`src/rtl/wb_trace_buffer_pkg.sv`:
```
// Shared types and widths for the writeback trace buffer.
// Optional PC capture is selected with the TRACE_PC_EN macro in wb_trace_buffer.
package wb_trace_buffer_pkg;

  localparam int SEQ_W      = 16;
  localparam int DROP_W     = 16;
  localparam int REG_ADDR_W = 5;
  localparam int PC_W       = 32;
  localparam int DATA_W     = 32;

  typedef struct packed {
    logic [PC_W-1:0]       pc;
    logic [REG_ADDR_W-1:0] addr;
    logic [DATA_W-1:0]     data;
    logic [SEQ_W-1:0]      seq;
  } trace_entry_t;

  // Entry layout without the PC field, used when PC capture is compiled out
  typedef struct packed {
    logic [REG_ADDR_W-1:0] addr;
    logic [DATA_W-1:0]     data;
    logic [SEQ_W-1:0]      seq;
  } trace_entry_nopc_t;

endpackage

```
`src/rtl/trace_fifo.sv`:
```
// Generic first-word-fall-through synchronous FIFO; head word reads as zero when empty.
// A push into a full FIFO is accepted only when a pop happens in the same cycle.
module trace_fifo #(
  parameter int WIDTH = 8,
  parameter int DEPTH = 16
) (
  input  logic                     clk,
  input  logic                     rst,
  input  logic                     clr,
  input  logic                     push,
  input  logic [WIDTH-1:0]         push_data,
  input  logic                     pop,
  output logic [WIDTH-1:0]         pop_data,
  output logic                     full,
  output logic                     empty,
  output logic [$clog2(DEPTH):0]   count
);

  localparam int PTR_W = $clog2(DEPTH);
  localparam int CNT_W = PTR_W + 1;

  logic [WIDTH-1:0] mem [DEPTH];
  logic [PTR_W-1:0] wr_ptr_reg;
  logic [PTR_W-1:0] rd_ptr_reg;
  logic [CNT_W-1:0] count_reg;
  logic             do_push;
  logic             do_pop;

  assign empty   = (count_reg == '0);
  assign full    = (count_reg == CNT_W'(DEPTH));
  assign do_pop  = pop & ~empty;
  assign do_push = push & (~full | do_pop);

  always_ff @(posedge clk) begin
    if (do_push) begin
      mem[wr_ptr_reg] <= push_data;
    end
  end

  always_ff @(posedge clk) begin
    if (rst || clr) begin
      wr_ptr_reg <= '0;
      rd_ptr_reg <= '0;
      count_reg  <= '0;
    end else begin
      if (do_push) wr_ptr_reg <= wr_ptr_reg + 1'b1;
      if (do_pop)  rd_ptr_reg <= rd_ptr_reg + 1'b1;
      case ({do_push, do_pop})
        2'b10:   count_reg <= count_reg + 1'b1;
        2'b01:   count_reg <= count_reg - 1'b1;
        default: count_reg <= count_reg;
      endcase
    end
  end

  // Storage is never reset, so mask the head word while nothing valid is held
  assign pop_data = empty ? '0 : mem[rd_ptr_reg];
  assign count    = count_reg;

endmodule

```
`src/rtl/wb_trace_buffer.sv`:
```
// Captures retiring register writes into a FWFT FIFO with sequence numbers and drop accounting.
// Define TRACE_PC_EN to store and present the PC of each captured write.
module wb_trace_buffer
  import wb_trace_buffer_pkg::*;
#(
  parameter int DEPTH   = 16,
  parameter int SKIP_R0 = 1
) (
  input  logic                    clk,
  input  logic                    rst,
  input  logic                    clr,
  input  logic                    cap_en,
  input  logic [PC_W-1:0]         cap_pc,
  input  logic                    cap_we,
  input  logic [REG_ADDR_W-1:0]   cap_addr,
  input  logic [DATA_W-1:0]       cap_data,
  output logic                    tr_valid,
  input  logic                    tr_ready,
  output logic [PC_W-1:0]         tr_pc,
  output logic [REG_ADDR_W-1:0]   tr_addr,
  output logic [DATA_W-1:0]       tr_data,
  output logic [SEQ_W-1:0]        tr_seq,
  output logic [$clog2(DEPTH):0]  count,
  output logic                    overflow,
  output logic [DROP_W-1:0]       drop_cnt
);

`ifdef TRACE_PC_EN
  localparam int ENTRY_W = $bits(trace_entry_t);
  trace_entry_t      push_entry;
  trace_entry_t      head_entry;
`else
  localparam int ENTRY_W = $bits(trace_entry_nopc_t);
  trace_entry_nopc_t push_entry;
  trace_entry_nopc_t head_entry;
  logic              unused_pc;
`endif

  logic               skip_r0;
  logic               cap_event;
  logic               pop;
  logic               fifo_full;
  logic               fifo_empty;
  logic               drop;
  logic [ENTRY_W-1:0] head_word;
  logic [SEQ_W-1:0]   seq_reg;
  logic               overflow_reg;
  logic [DROP_W-1:0]  drop_cnt_reg;

  assign skip_r0   = (SKIP_R0 != 0);
  assign cap_event = cap_en & cap_we & ~(skip_r0 & (cap_addr == '0));
  assign tr_valid  = ~fifo_empty;
  assign pop       = tr_valid & tr_ready;
  // A pop in the same cycle frees the slot, so only a full FIFO without a pop drops
  assign drop      = cap_event & fifo_full & ~pop;

`ifdef TRACE_PC_EN
  assign push_entry = '{pc: cap_pc, addr: cap_addr, data: cap_data, seq: seq_reg};
  assign head_entry = head_word;
  assign tr_pc      = head_entry.pc;
`else
  assign push_entry = '{addr: cap_addr, data: cap_data, seq: seq_reg};
  assign head_entry = head_word;
  assign tr_pc      = '0;
  assign unused_pc  = ^cap_pc;
`endif

  assign tr_addr = head_entry.addr;
  assign tr_data = head_entry.data;
  assign tr_seq  = head_entry.seq;

  trace_fifo #(
    .WIDTH (ENTRY_W),
    .DEPTH (DEPTH)
  ) u_fifo (
    .clk       (clk),
    .rst       (rst),
    .clr       (clr),
    .push      (cap_event & ~clr),
    .push_data (push_entry),
    .pop       (pop),
    .pop_data  (head_word),
    .full      (fifo_full),
    .empty     (fifo_empty),
    .count     (count)
  );

  // Every capture event consumes a sequence number, even when it is dropped
  always_ff @(posedge clk) begin
    if (rst || clr) begin
      seq_reg      <= '0;
      overflow_reg <= 1'b0;
      drop_cnt_reg <= '0;
    end else begin
      if (cap_event) begin
        seq_reg <= seq_reg + 1'b1;
      end
      if (drop) begin
        overflow_reg <= 1'b1;
        if (drop_cnt_reg != '1) begin
          drop_cnt_reg <= drop_cnt_reg + 1'b1;
        end
      end
    end
  end

  assign overflow = overflow_reg;
  assign drop_cnt = drop_cnt_reg;

endmodule

```
`config.mk`:
```
export PLATFORM = sky130hd
export DESIGN_NAME = wb_trace_buffer
export DESIGN_NICKNAME = d
export VERILOG_FILES = /design/src/rtl/wb_trace_buffer_pkg.sv /design/src/rtl/trace_fifo.sv /design/src/rtl/wb_trace_buffer.sv
export SDC_FILE = /design/constraint.sdc
export NUM_CORES = 1
export LEC_CHECK = 0
export CAP_MARGIN = 20
export CORE_UTILIZATION = 47
export DETAILED_ROUTE_END_ITERATION = 12
export PLACE_DENSITY_LB_ADDON = 0.08
export SETUP_SLACK_MARGIN = 0.02
export SLEW_MARGIN = 30
export SYNTH_ARGS = -nofsm -noshare
export SYNTH_HDL_FRONTEND = slang
export SYNTH_HIERARCHICAL = 1
export SYNTH_SLANG_ARGS = --single-unit
```
`constraint.sdc`:
```
create_clock -name clk -period 11.77 [get_ports clk]
set_input_delay 2.9425 -clock clk [delete_from_list [all_inputs] [get_ports clk]]
set_output_delay 2.9425 -clock clk [all_outputs]
set_load 0.05 [all_outputs]
```
-- Word level (Yosys, flattened, before mapping)
Memory sizes are Yosys's and may differ from the RTL's. A register that Yosys moved wholly into a read port is not among the register bits.
Cells that the tools add are included.
- memories kept: 1
- bits of input ports: 75
- memory bits (writable): 848
- register bits: 46
- equal/unequal tests: 4
- muxes and demuxes: 6
- add/subtract/negate cells: 6
- reductions and logical operators: 5
- bitwise gates (word level): 14
- memory list (memory ; words ; width ; rd ports ; clocked after memory_dff ; wr ports ; RTL line ; text):
    u_fifo.mem ; 16 ; 53 ; 1 ; 1 ; 1 ; trace_fifo.sv:22 ; logic [WIDTH-1:0] mem [DEPTH];
- operator list (cell ; count):
    53-bit 2-to-1 mux ; 1
    16-bit by 1-bit adder with 16-bit output, second input constant ; 2
    16-bit != test, second input constant ; 1
    5-bit zero test ; 2
    5-bit case mux with 2 select lines ; 1
    4-bit by 1-bit adder with 4-bit output, second input constant ; 2
    1-bit bitwise AND ; 8
    4-bit 2-to-1 mux ; 2
    5-bit by 1-bit adder with 5-bit output, second input constant ; 1
    5-bit == test, second input constant ; 1
    1-bit inverter ; 5
    5-bit by 1-bit subtractor with 5-bit output, second input constant ; 1
    2-bit by 1-bit == test with 1-bit output, second input constant ; 1
    2-bit == test, second input constant ; 1
    1-bit 2-to-1 mux ; 2
    2-bit AND reduction ; 1
    2-bit nonzero test ; 1
    1-bit logical OR ; 1
    1-bit OR ; 1

-- Logic depth before layout (Yosys ltp)
Gate-level depths: netlist of run 1.
- depth in word-level cells: 8
- mapped depth: 13
- mapped depth without buffers: 11

-- By module
Netlist of run 1, hierarchy kept.
- by module, submodules not included (module ; cells each ; area an instance (um2) ; times used):
    trace_fifo ; 1488 ; 33455.8 ; 1
    wb_trace_buffer ; 222 ; 1820.5 ; 1

-- Worst setup path before layout of run 1
Ideal clock, no wire load.
- kind: in2reg
- start point: in cap_en
- end point: mem u_fifo/mem[0][0] (netlist bit) (enable)
- arrival time: 8.818 ns
- stages: 6
- setup slack: 2.358 ns
- path buffers: 1
- required time: 11.175 ns
- cell sequence: and2_1 -> o21ai_0 -> nor2_1 -> clkbuf_1 -> o21ai_4 -> nor4_1
- longest elaborated chain between the ends: 6
- RTL lines (what ; RTL line ; text):
    start, declared ; wb_trace_buffer.sv:12 ; input logic cap_en,
    1-bit bitwise AND (2 in a row) ; wb_trace_buffer.sv:51 ; assign cap_event = cap_en & cap_we & ~(skip_r0 & (cap_addr == '0));
    1-bit bitwise AND ; wb_trace_buffer.sv:79 ; .push (cap_event & ~clr),
    1-bit bitwise AND ; trace_fifo.sv:32 ; assign do_push = push & (~full | do_pop);
    1-bit 2-to-1 mux ; trace_fifo.sv:35 ; if (do_push) begin
    1-bit 2-to-1 mux (implied by the code) ; trace_fifo.sv:36 ; mem[wr_ptr_reg] <= push_data;
    end, declared ; trace_fifo.sv:22 ;
No other way between the ends.

==> flow_summary.yaml, run 1 <==
pwr:
  vdd_ir_drop_max_mv: 0.09094
  p_per_area_nw_per_um2: 160.8
  leakage_nw: 11.98
placed_design:
  placed_instance_area_um2: 37440
  dpl_worst_slack_ps: 4342
  post-place-cells: 2730
  finalWeightedCongestion: 0.7339
  post-dp-hpwl_um: 36060
  portBuffers: 118
yosys:
  post-synth-top-area-cell: "edfxtp_1"
  list_of_most_frequent_post_synthesis_cells: "edfxtp_1 (848), mux4_2 (212), a211oi_1 (109)"
  share_of_flip_flops_with_an_asynchronous_set_or_reset_after_synthesis_pct: 0
  synth-edff-count: 848
  netlist_area_um2: 35280
  synth.distinct_cells: 50
  yosys.area.top_type_share_pct: 72.19
  total_of_warnings_raised_by_yosys: 6
  synth_flop_type: "edfxtp_1"
  ys_seq_elements: 898
  synth-seq-area-share_pct: 75.02
  postSynthCellCount: 1710
  synth_top_cells_by_area: "edfxtp_1 (72%), mux4_2 (14%), dfxtp_1 (2.8%)"
  yosysMostFrequentCell: "edfxtp_1"
  synth_area_per_cell_um2: 20.63
grt:
  globalRoute.totalOverflow: 0
  first_global_vias: 17490
  groute.usage.overall_pct: 20.41
  antenna_found_initial: 1
  grt_start_max_net_pins: 122
  wire_length_of_the_first_global_routing_pass_um: 112400
die:
  pin_count: 183
  die_width_um: 276.0
  rows: 100
  floorplan.die_area_um2: 76160
  die_h_um: 276.0
  core_area_um2: 74320
  floorplan.initialDensity_pct: 47.46
detailed_routing:
  wl_per_cell_um: 26.40
  drt_pass1_iterations: 5
  detail_route.drc_violations: 0
  num_vias: 16960
  wirelength_um: 76540
  via_per_inst: 5.849
  final_antenna_net_count: 0
  detailedRoute.firstIterationViolations: 1173
finish:
  register_area_um2: 26480
  final_layout_size_suffix_gt1_share_pct: 20.98
  fill_cell_total_of_the_finished_layout: 5769
  nNetsFinal: 1941
  n_antenna_cell: 0
  multiInputGateArea_um2: 8190
  synthToLayoutAreaGrowth_pct: 14.77
  largest_register_ffs: 848
  final_design_area_no_fill_um2: 40490
  number_of_standard_cells_in_the_final_layout_excluding_fillers: 2899
cts:
  clock_path_buffers: 3
  post_cts_setup_inserts: 0
  cts.htree.levels: 3
  cts_tree: "yes"
  root_buffer: "clkbuf_16"
  cts-buffers-inserted: 91
  worstSkewPairLatency_ps: 630
  post_cts_resized: 0
  cts.clk_slew.worst_paths_ps: 60
  clkSinkCount: 898
  hold_buffers: 0
setup_path:
  setup.worst_path.end_class: "primary output"
  timing_worst_setup_path_type: "flip-flop to primary output"
  timing.critical_path.required_ps: 8830
  setup.worst_path.start_class: "flip-flop"
  worst-endpoint-arrival_ps: 4420
  timing.critical_path.fanout_max: 98
  reg2reg_setup_slack_ps: 6990
timing:
  relSlewSlack_pct: 32.81
  post-route-worst-setup-slack_ps: 4403
  final.setup.tns_ps: 0
  final_hold_violation_count: 0
  tightest_slew_ps: 1008
  finClkSkew_ps: 14.88
  finalCritPeriodShare_pct: 62.59
  highest_clock_frequency_the_design_can_meet_mhz: 135.7
  setup_viol_count_final: 0
  slew_viol_final: 0
  rsz_0062_raised_after_global_routing: "no"
  timing.final.crit_period_ps: 7367
status:
  outcome: "finished clean"
job:
  cap_viol_max_count: 0
hold_path:
  min-delay-path-class: "flip-flop to flip-flop"
-- cells in the final DEF (no fill, tap or decap), drive strengths merged, types with 11 or more instances in the layout --
cell	netlist	routed
clkbuf	25	112
buf	101	29
o21ai	18	18
dfxtp	50	50
or3	13	13
edfxtp	848	848
inv	18	21
nand2	18	18
clkdlybuf4s50	0	118
nor2b	58	58
xnor2	11	11
clkinv	0	39
a211oi	109	109
mux4	212	212
nor2	41	41
a21oi	20	20
mux2i	57	57
conb	1	32
nand3	12	12
nor3	11	11
bufinv	0	12
-- cell type report --
type                            count  area share (%)
Clock buffer                      112           5.949
Multi-Input combinational cell    699           20.23
Timing Repair Buffer              147           3.764
Sequential cell                   898           65.41
Inverter                           18          0.1669
Tap cell                          969           2.995
Clock inverter                     56           1.490
-- power breakdown --
group | total (W) | leakage [nW] | internal, W | switching [W]
Clock | 0.00290 | 1.47 | 0.00172 | 0.00118
Combinational | 0.000127 | 2.55 | 0.0000332 | 0.0000941
Sequential | 0.00349 | 7.96 | 0.00348 | 0.00000233
Total | 0.00651 | 12.0 | 0.00523 | 0.00128
-- routing by layer --
| layer | global-route usage [%] | vias to the layer above | share of wire (%) |
|---|---|---|---|
| li1 | - | 7332 | - |
| met1 | 29.07 | 9148 | 44 |
| met2 | 33.61 | 376 | 50 |
| met3 | 2.601 | 99 | 4.3 |
| met4 | 5.176 | 2 | 1.6 |
| met5 | 0 | - | 0.013 |
-- critical path, stage by stage, from the launching register on --
cell and delay (ps):
dfxtp_4 910, buf_12 580, mux4_2 330, nor2b_1 130
a211oi_1 70, a211oi_1 730, clkdlybuf4s50_1 950
-- kinds of logic after synthesis --
| logic type | count (synthesis) | share of synthesized area, % |
|---|---|---|
| AOI/OAI and AO/OA | 166 | 3.419 |
| xor gates and xnor gates | 18 | 0.4469 |
| adders and majority gates | 11 | 0.4114 |
| buffers and inverters | 144 | 2.316 |
| DFF | 898 | 75.02 |
| muxes | 270 | 15.18 |
| other | 1 | 0.01063 |
| and+or+nand+nor | 202 | 3.189 |
-- worst paths after layout --
check / startpoint / to / cells past startpoint
setup reg to reg: u_fifo/count[0] / u_fifo/mem[14][48] / 9
hold / removal: u_fifo/rd_ptr_reg[3] / flip-flop / 2
hold reg to reg: u_fifo/rd_ptr_reg[3] / flip-flop / 2
setup / recovery: flip-flop / tr_seq[14] / 6
-- through the flow --
step / hold WS, ps / util [%] / power [W]
5_1_grt: 498.0 / 54.47 / 0.006703
3_5_place_dp: 465.8 / 50.38 / 0.003682
4_1_cts: 482.2 / 54.43 / 0.006580
6_report: 477.0 / 54.47 / 0.006510
3_3_place_gp: 457.9 / 50.29 / 0.003678
2_1_floorplan: 458.7 / - / 0.003629
Power figures use the tool's default switching activity.
==> run 2: changes to the inputs <==
==> constraint.sdc (replaced) <==
create_clock -name clk -period 7.4 [get_ports clk]
set_input_delay 1.85 -clock clk [delete_from_list [all_inputs] [get_ports clk]]
set_output_delay 1.85 -clock clk [all_outputs]
set_load 0.05 [all_outputs]
==> run 2 against run 1 <==
  * Critical path depth did not move
  * Final cell count rose by 0.38%
  * Global-route usage rose by 0.26 points
  * Combinational power rose by 61%
  * Final area barely moved
  * Sequential power rose by 59%
  * Register-to-register slack got worse by 4500 ps
  * Non-clock buffer count rose by 11
==> flow_summary.yaml, run 2 (same netlist as run 1, synthesis figures left out) <==
status:
  outcome: "finished clean"
setup_path:
  timing.critical_path.required_ps: 5550
  timing.critical_path.fanout_max: 95
  timing_worst_setup_path_type: "flip-flop to primary output"
  setup.worst_path.end_class: "primary output"
  worst-endpoint-arrival_ps: 4080
  setup.worst_path.start_class: "flip-flop"
die:
  core_area_um2: 74320
  pin_count: 183
  die_width_um: 276.0
  floorplan.initialDensity_pct: 47.46
  die_h_um: 276.0
  rows: 100
  floorplan.die_area_um2: 76160
hold_path:
  min-delay-path-class: "flip-flop to flip-flop"
placed_design:
  post-dp-hpwl_um: 39270
  portBuffers: 118
  finalWeightedCongestion: 0.7200
  placed_instance_area_um2: 37610
finish:
  final_layout_size_suffix_gt1_share_pct: 21.02
  final_design_area_no_fill_um2: 40460
  synthToLayoutAreaGrowth_pct: 14.68
  nNetsFinal: 1954
  final_common_cell: "edfxtp_1"
  final_util_pct: 54.43
  n_antenna_cell: 0
  final_cell_mix: "edfxtp_1 (848), mux4_2 (212), clkdlybuf4s50_1 (118)"
  largest_register_ffs: 848
cts:
  post_cts_resized: 0
  clkSinkCount: 898
  clock_path_buffers: 3
  cts.htree.levels: 3
  hold_buffers: 0
  cts.clk_slew.worst_paths_ps: 60
  root_buffer: "clkbuf_16"
  cts_tree: "yes"
  cts-buffers-inserted: 93
  worstSkewPairLatency_ps: 630
  post_cts_setup_inserts: 0
pwr:
  power.share.combinational_pct: 2.0
  power.net_switching_w: 0.002021
  pwr-share-clk_pct: 43.3
  vdd_ir_drop_max_mv: 0.1391
  leakage_nw: 11.96
  p_per_area_nw_per_um2: 250.6
  power.share.sequential_pct: 54.7
  p_int_w: 0.008116
  switching_share_pct: 19.94
timing:
  tightest_slew_ps: 962.8
  highest_clock_frequency_the_design_can_meet_mhz: 168.8
  relSlewSlack_pct: 35.28
  finClkSkew_ps: 19.88
  final_hold_violation_count: 0
  rsz_0062_raised_after_global_routing: "no"
  slew_viol_final: 0
  setup_viol_count_final: 0
  timing.final.crit_period_ps: 5925
  finalCritPeriodShare_pct: 80.07
detailed_routing:
  final_antenna_net_count: 0
  via_per_inst: 5.811
  detail_route.drc_violations: 0
  num_vias: 16910
  drt_pass1_iterations: 5
  wl_per_cell_um: 26.46
  detailedRoute.firstIterationViolations: 1217
  wirelength_um: 77000
grt:
  first_global_vias: 17720
  antenna_found_initial: 0
  grt_start_max_net_pins: 96
  globalRoute.totalOverflow: 0
  groute.usage.overall_pct: 20.68
  groute.layer.met3.usage_pct: 3.139
  gr-usage-met2_pct: 34.05
  wire_length_of_the_first_global_routing_pass_um: 114500
  grt-busiest-layer: "met2"
  routing_usage_on_met1_pct: 29.02
job:
  cap_viol_max_count: 0
## run 2: final timing paths
check,end,startpoint,depth (start not counted),slack [ps]
worst max-delay path,tr_data[19],flip-flop,6,1470
worst min-delay path,overflow,overflow,2,480
worst max register to register,u_fifo/mem[13][22],u_fifo/count[0],8,2470
worst min register to register,overflow,overflow,2,480
## run 2: worst max-delay path, cell delays in order, from the launching register on
cell,delay (ps)
dfxtp_4,830
buf_12,580
mux4_2,320
nor2b_1,130
a211oi_1,70
a211oi_1,450
clkdlybuf4s50_1,900
## run 2: final cells by class
type	count	area, µm²
inverters	18	67.56
clock buffers	120	2511
well taps	969	1212
clock inverters	48	336.6
flip-flops and latches	898	26480
fillers	5814	33870
multi-input cells	699	8190
repair buffers	158	1657
## run 2: metrics by stage
step                cells  setup TNS, ps  total power, W  setup slack (ps)  hold WS, ps
global route         2910              0         0.01045              1225        538.9
CTS                  2910              0         0.01024              1309        487.9
floorplan            1741        -194950        0.005772            -919.6        458.7
detailed placement   2742              0        0.005858              1413        466.3
finish               2910              0         0.01014              1475        478.4
global placement     2741              0        0.005851              1572        456.4
## run 2: power groups by stage
stage	clock (W)	combinational, W	sequential (W)
finish	0.00439	0.000204	0.00554
global route	0.00468	0.000220	0.00554
CTS	0.00449	0.000207	0.00554
detailed placement	0	0.000207	0.00565
global placement	0	0.000201	0.00565
floorplan	0	0.000118	0.00565
## run 2: per-layer routing
layer / routed length [µm] / part of all wire [%]
met1: 33910 / 44
met2: 38380 / 50
met3: 3196 / 4.2
met5: 0 / 0
met4: 1512 / 2.0
==> run 3: changes to the inputs <==
==> constraint.sdc (replaced) <==
create_clock -name clk -period 5.34 [get_ports clk]
set_input_delay 1.335 -clock clk [delete_from_list [all_inputs] [get_ports clk]]
set_output_delay 1.335 -clock clk [all_outputs]
set_load 0.05 [all_outputs]
==> run 3 against run 2 <==
  * Global-route usage is 0.15 points higher
  * Final cell count grew 1.3%
  * Power grew 41%
  * Utilization up 1.0 points
  * Wire length is 0.15% lower
  * Sequential cell count is the same
  * Register-to-register slack got worse by 860 ps
  * Final area is 1.8% higher
  * Clock power is 44% higher
  * Combinational power rose by 43%
  * Sequential power increased by 39%
  * Critical path type unchanged
  * Largest cell class unchanged
  * Largest power group unchanged
  * Highest routed layer is now met5
==> flow_summary.yaml, run 3 (same netlist as run 1, synthesis figures left out) <==
status:
  outcome: "finished clean"
hold_path:
  min_path_cells: 2
  min_from: "overflow"
  holdPathEnd: "overflow"
  min-delay-path-class: "flip-flop to flip-flop"
finish:
  final_layout_size_suffix_gt1_share_pct: 22.69
  final_util_pct: 55.43
  final_common_cell: "edfxtp_1"
  multiInputGateArea_um2: 8225
  register_area_um2: 26480
  nNetsFinal: 1993
  fill_cell_total_of_the_finished_layout: 5660
  synthToLayoutAreaGrowth_pct: 16.79
  largest_register_ffs: 848
  final_cell_mix: "edfxtp_1 (848), mux4_2 (212), clkdlybuf4s50_1 (118)"
die:
  floorplan.initialDensity_pct: 47.46
  die_h_um: 276.0
  rows: 100
  pin_count: 183
  floorplan.die_area_um2: 76160
  core_area_um2: 74320
  die_width_um: 276.0
timing:
  finalCritPeriodShare_pct: 95.72
  slew_viol_final: 0
  timing.final.crit_period_ps: 5112
  tightest_slew_ps: 916.7
  finClkSkew_ps: 22.18
  rsz_0062_raised_after_global_routing: "no"
  highest_clock_frequency_the_design_can_meet_mhz: 195.6
  post-route-worst-setup-slack_ps: 228.3
  setup_viol_count_final: 0
  relSlewSlack_pct: 38.52
  final_hold_violation_count: 0
  final.setup.tns_ps: 0
job:
  cap_viol_max_count: 0
grt:
  globalRoute.totalOverflow: 0
  first_global_vias: 17780
  grt_start_max_net_pins: 62
  antenna_found_initial: 3
  wire_length_of_the_first_global_routing_pass_um: 115500
  groute.usage.overall_pct: 20.83
cts:
  cts-buffers-inserted: 95
  post_cts_resized: 0
  root_buffer: "clkbuf_16"
  clock_path_buffers: 3
  cts.clk_slew.worst_paths_ps: 60
  post_cts_setup_inserts: 0
  hold_buffers: 0
  cts.htree.levels: 3
  worstSkewPairLatency_ps: 640
  cts_tree: "yes"
  clkSinkCount: 898
pwr:
  vdd_ir_drop_max_mv: 0.2261
  leakage_nw: 12.17
  p_per_area_nw_per_um2: 346.8
  totalPowerFinal_w: 0.01429
setup_path:
  worst_r2r_path_depth: 8
  timing.critical_path.required_ps: 4010
  setup.worst_path.end_class: "primary output"
  regToRegStartpoint: "u_fifo/count[0]"
  setup.worst_path.start_class: "flip-flop"
  reg2reg_setup_slack_ps: 1610
  worst-endpoint-arrival_ps: 3780
  timing_worst_setup_path_type: "flip-flop to primary output"
  timing.critical_path.fanout_max: 43
  r2r-end: "u_fifo/mem[11][25]"
detailed_routing:
  drt_pass1_iterations: 5
  final_antenna_net_count: 0
  via_per_inst: 5.786
  wl_per_cell_um: 26.07
  detail_route.drc_violations: 0
  wirelength_um: 76890
  num_vias: 17060
  detailedRoute.firstIterationViolations: 1306
placed_design:
  portBuffers: 118
  post-dp-hpwl_um: 41720
  finalWeightedCongestion: 0.7409
  dpl_worst_slack_ps: 296.7
run 3: cell count changes in the layout (fill, tap and decap cells not counted), moves of 2 or more:
| cell | previous run | this run |
|---|---|---|
| buf_12 | 14 | 37 |
| buf_4 | 26 | 40 |
| clkinv_1 | 24 | 17 |
| clkbuf_16 | 95 | 101 |
| clkinvlp_4 | 6 | 1 |
| clkbuf_1 | 21 | 25 |
| nor4_2 | 4 | 0 |
| nor4_4 | 0 | 4 |
| clkinv_8 | 0 | 2 |
| inv_4 | 0 | 2 |
run 3: metal layers:
layer	track usage, %	up-vias	share of wire (%)
li1	-	7460	-
met1	29.31	9137	44
met2	34.38	373	50
met3	3.156	90	4.5
met4	5.090	4	1.5
met5	0	-	0.035
run 3: worst max path at each step:
stage                                  end
after detailed placement   u_fifo/count[4]
after global placement     u_fifo/count[4]
after floorplan           u_fifo/mem[0][0]
after global routing            tr_seq[14]
final                           tr_seq[14]
after CTS                       tr_addr[3]
run 3: worst max-delay path: stages (launching register included):
cell and delay (ps):
dfxtp_4 830, mux4_2 330, nor2b_1 130, a211oi_1 70, a211oi_1 800, clkdlybuf4s50_1 960
run 3: cell type report:
type | instances | area share, %
Sequential cell | 898 | 64.27
Clock buffer | 130 | 6.496
Clock inverter | 39 | 0.7592
Timing Repair Buffer | 195 | 5.394
Antenna cell | 1 | 0.006074
Multi-Input combinational cell | 699 | 19.96
Inverter | 18 | 0.1640
Tap cell | 969 | 2.943
run 3: metrics by stage:
step / std cells / hold slack (ps) / cell area (µm²)
final: 2949 / 490.1 / 41200
after global routing: 2948 / 525.2 / 41200
after CTS: 2948 / 496.2 / 41200
after detailed placement: 2779 / 475.5 / 38210
after global placement: 2779 / 456.2 / 38210
after floorplan: 1741 / 458.7 / 35420
run 3: report_power, final:
part / switching [W] / internal (W) / leakage [nW]
Combinational: 0.000212 / 0.0000804 / 2.88
Sequential: 0.00000528 / 0.00768 / 7.83
Clock: 0.00262 / 0.00369 / 1.46
